## config.mk

```make
export PLATFORM = sky130hd
export DESIGN_NAME = alu_wb_stage
export DESIGN_NICKNAME = d
export VERILOG_FILES = /design/src/rtl/alu_wb_stage.sv
export SDC_FILE = /design/constraint.sdc
export NUM_CORES = 1
export LEC_CHECK = 0
export CELL_PAD_IN_SITES_DETAIL_PLACEMENT = 1
export CELL_PAD_IN_SITES_GLOBAL_PLACEMENT = 1
export CORE_MARGIN = 3
export CORE_UTILIZATION = 30
export DETAILED_ROUTE_END_ITERATION = 16
export GPL_ROUTABILITY_DRIVEN = 0
export PLACE_DENSITY_LB_ADDON = 0.1
export SYNTH_ARGS = -nofsm -noshare
export SYNTH_HDL_FRONTEND = slang
export SYNTH_SLANG_ARGS = --single-unit
```

## constraint.sdc

```tcl
create_clock -name clk -period 3.4 [get_ports clk]
set_input_delay 0.68 -clock clk [delete_from_list [all_inputs] [get_ports clk]]
set_output_delay 0.68 -clock clk [all_outputs]
set_load 0.05 [all_outputs]
```

## src/rtl/alu_wb_stage.sv

```systemverilog
// Writeback stage: 2-entry skid buffer between ALU and register-file write port, plus
// NZVC status register and saturating overflow counter. Optional ALU_WB_SAT_EN saturates ADD/SUB overflow.
module alu_wb_stage #(
  parameter int DW    = 32,
  parameter int RW    = 5,
  parameter int CNT_W = 16
) (
  input  logic             clk,
  input  logic             rst,
  input  logic             in_valid,
  output logic             in_ready,
  input  logic [3:0]       in_opcode,
  input  logic [DW-1:0]    in_result,
  input  logic             in_zero,
  input  logic             in_negative,
  input  logic             in_overflow,
  input  logic             in_carry,
  input  logic [RW-1:0]    in_rd,
  input  logic             in_rf_we,
  input  logic             in_flags_we,
  output logic             wb_valid,
  input  logic             wb_ready,
  output logic [RW-1:0]    wb_rd,
  output logic [DW-1:0]    wb_data,
  output logic             wb_we,
  output logic [3:0]       status,
  output logic [CNT_W-1:0] ovf_count,
  input  logic             clr_count,
  output logic             sat_sticky
);

  logic          push;
  logic          pop;
  logic [1:0]    count_reg;
  logic [1:0]    count_next;
  logic          head_reg;
  logic          tail_reg;
  logic [DW-1:0] data_mem [2];
  logic [RW-1:0] rd_mem [2];
  logic [1:0]    we_mem;
  logic [DW-1:0] store_data;
  logic [3:0]    flags;

  assign push       = in_valid & in_ready;
  assign pop        = wb_valid & wb_ready;
  assign count_next = count_reg + {1'b0, push} - {1'b0, pop};

`ifdef ALU_WB_SAT_EN
  logic          sat_hit;
  logic [DW-1:0] sat_value;

  assign sat_hit    = ((in_opcode == 4'd0) || (in_opcode == 4'd1)) && in_overflow;
  // A negative wrapped result means positive overflow, so clamp to the maximum.
  assign sat_value  = in_result[DW-1] ? {1'b0, {(DW-1){1'b1}}} : {1'b1, {(DW-1){1'b0}}};
  assign store_data = sat_hit ? sat_value : in_result;
  assign flags      = sat_hit ? {store_data[DW-1], (store_data == '0), 1'b1, in_carry}
                              : {in_negative, in_zero, in_overflow, in_carry};

  always_ff @(posedge clk or posedge rst) begin
    if (rst)
      sat_sticky <= 1'b0;
    else if (clr_count)
      sat_sticky <= 1'b0;
    else if (push && sat_hit)
      sat_sticky <= 1'b1;
  end
`else
  logic [3:0] unused_opcode;

  assign unused_opcode = in_opcode;
  assign store_data    = in_result;
  assign flags         = {in_negative, in_zero, in_overflow, in_carry};
  assign sat_sticky    = 1'b0;
`endif

  // in_ready and wb_valid come from the next occupancy, so neither depends on wb_ready combinationally.
  always_ff @(posedge clk or posedge rst) begin
    if (rst) begin
      count_reg <= 2'd0;
      head_reg  <= 1'b0;
      tail_reg  <= 1'b0;
      in_ready  <= 1'b1;
      wb_valid  <= 1'b0;
    end else begin
      count_reg <= count_next;
      in_ready  <= (count_next != 2'd2);
      wb_valid  <= (count_next != 2'd0);
      if (push)
        tail_reg <= ~tail_reg;
      if (pop)
        head_reg <= ~head_reg;
    end
  end

  genvar gi;
  generate
    for (gi = 0; gi < 2; gi++) begin : g_entry
      always_ff @(posedge clk or posedge rst) begin
        if (rst) begin
          data_mem[gi] <= '0;
          rd_mem[gi]   <= '0;
          we_mem[gi]   <= 1'b0;
        end else if (push && (tail_reg == 1'(gi))) begin
          data_mem[gi] <= store_data;
          rd_mem[gi]   <= in_rd;
          we_mem[gi]   <= in_rf_we;
        end
      end
    end
  endgenerate

  assign wb_data = data_mem[head_reg];
  assign wb_rd   = rd_mem[head_reg];
  assign wb_we   = we_mem[head_reg];

  always_ff @(posedge clk or posedge rst) begin
    if (rst)
      status <= 4'b0000;
    else if (push && in_flags_we)
      status <= flags;
  end

  always_ff @(posedge clk or posedge rst) begin
    if (rst)
      ovf_count <= '0;
    else if (clr_count)
      ovf_count <= '0;
    else if (push && in_overflow && (ovf_count != {CNT_W{1'b1}}))
      ovf_count <= ovf_count + 1'b1;
  end

endmodule
```

==> impl_metrics.yaml <==
run_status:
  status: "finished, final reports clean"
sta:
  drv_slew: 0
  rsz0062_at_grt: "no"
  fmax_mhz: 356
  skew_ns: 0.00982
  tightest_slew_ns: 0.827
  fin_crit_sh: 0.827
  slew_headroom: 0.447
  fin_ws_ns: 0.590
  fin_crit_ns: 2.81
  setup_viol: 0
  hold_viol: 0
  setup_tns_ns: 0
die:
  die-area_um2: 17000
  start_util: 0.313
  core_area_um2: 14800
  die_width_um: 130
  ios: 113
  die_h_um: 130
  fp-row-count: 44
yosys:
  syn_inst: 339
  synth_cell_types: 40
  synth-edff-count: 0
  avgSynthCellArea_um2: 13.7
  yosysTopAreaCell: "dfrtp_1"
  synth_area_um2: 4640
  synth_seq_area_share: 0.551
  yosys_warnings: 0
  synth_fp_nets: 394
  synth_common_cells: "123 x mux2_2, 101 x dfrtp_1, 10 x buf_2"
  async_flop_share: 1.00
  yosysTopAreaCellShare: 0.545
  ys.flop_type: "dfrtp_1"
  ys_ff_latch: 102
  synth_most_common_cell: "mux2_2"
  synthTopCellsByArea: "dfrtp_1 55%, mux2_2 30%, buf_2 1.1%"
placement:
  dpl.hpwl_um: 7490
  dp_slack_ns: 0.629
  port_buffers: 107
  dp.cells: 620
flow_run:
  cap_viol_max_count: 0
finish:
  diodes: 0
  nNetsFinal: 502
  largest_reg_flops: 64
  final_util: 0.419
  stdcell_count: 636
  reg.largest.list: "data_mem x64, ovf_count x16, rd_mem x10"
  drive_gt1_frac: 0.345
  top_register: "data_mem"
  area_growth_pct: 33.9
global_route:
  grt_max_degree: 59
  grt_usage: 0.133
  grt_pass1_vias: 3398
  antenna_found_initial: 0
  grt_pass1_wl_um: 17400
  overflow: 0
cts:
  cts.clk_slew.worst_paths_ns: 0.06
  htree_levels: 3
  cts.path.max_buffers: 2
  insertion_delay_ns: 0.35
  cts_hold_buf: 0
  cts_sinks: 102
  cts_root_buffer: "clkbuf_16"
  cts_setup_buffers: 0
  cts_buffers: 9
  post_cts_resized: 0
  tritoncts: "yes"
power:
  pwr_density_cell_nw_per_um2: 1060
  ir_drop_mv: 0.422
  p_leak_nw: 2.53
  total_power_mw: 6.58
setup_path:
  worstPathRequired_ns: 2.72
  cp-end-kind: "output port"
  cp.arrival_ns: 2.13
  worstSetupPathType: "reg -> out"
  r2r_slack_ns: 1.32
  worst-path-max-fanout: 20
  cp-start-kind: "flip-flop"
routing:
  drt_iter0_drc: 72
  viasPerCell: 4.90
  drc_errors: 0
  wl_per_cell_um: 17.2
  antenna_left: 0
  first_pass_iters: 4
  num_vias: 3117
  wirelength_um: 10900
hold_path:
  worst_hold_path_type: "reg -> reg"
-- cell type report --
class | count | area, µm²
fill | 1532 | 8600
sequential | 102 | 2550
clock buffer | 13 | 260
tap | 184 | 230
timing repair buffer | 116 | 1150
multi-input combinational | 212 | 1970
inverter | 6 | 25.0
clock inverter | 3 | 18.8
-- cell usage in the layout, fill, tap and decap left out, types with 3 or more instances in the layout --
master           netlist  layout
nand2b_1               5       4
nand4_1                3       3
clkbuf_16              0       9
nor2_1                 5       5
nor2b_1                5       5
o31ai_1                3       3
xor2_1                 3       3
mux2_2               123     123
dfrtp_1              101     100
or4_1                  3       3
ha_1                   3       3
a21oi_1                9       9
a211oi_1               3       3
inv_1                  6       5
or3_1                  5       5
buf_4                  3       8
nand2_1                8       7
clkdlybuf4s50_1        0     107
o21ai_0                6       6
nand3_1                6       6
-- worst max-delay path: stages, from the launching register on --
cell and delay, ns:
dfrtp_2 0.36, buf_4 0.30, mux2_2 0.38, clkdlybuf4s50_1 0.75
-- stage by stage --
step           hold slack (ns)  instance area (µm²)
4_1_cts                  0.506                 6210
5_1_grt                  0.511                 6210
2_1_floorplan            0.454                 4640
3_5_place_dp             0.490                 5930
3_3_place_gp             0.481                 5930
6_report                 0.501                 6210
-- logic make-up after synthesis --
logic type | after synthesis | share of synthesized area
simple gates | 56 | 0.0753
mux | 124 | 0.301
fa+ha+maj | 3 | 0.00810
xor+xnor | 4 | 0.00756
compound gates | 24 | 0.0305
flops | 102 | 0.551
buf+inv | 25 | 0.0262
other cells | 1 | 0.000809
-- where the power goes --
| group | total, mW | internal (mW) | leakage (nW) | switching [mW] |
|---|---|---|---|---|
| sequential | 1.97 | 1.74 | 1.23 | 0.228 |
| clock | 0.969 | 0.536 | 0.140 | 0.433 |
| combinational | 3.65 | 1.54 | 1.16 | 2.10 |
-- worst paths after layout --
path,from,cells past startpoint,end
hold / removal,data_mem[16],1,data_mem[16]
hold reg to reg,data_mem[16],1,data_mem[16]
setup reg to reg,ovf_count[2],4,ovf_count[14]
min in group asynchronous,rst,2,data_mem[39]
max in group asynchronous,rst,3,data_mem[58]
setup / recovery,head_reg,3,wb_we
-- metal layers --
metal  share of wire  vias to the layer above  routed length [µm]  GRT usage
li1                -                     1435                   -          -
met1            0.44                     1595                4770      0.161
met5               0                        -                   0          0
met4           0.017                        0                 190     0.0501
met2            0.49                       74                5340      0.223
met3           0.057                       13                 624     0.0401
Power figures use the tool's default switching activity.
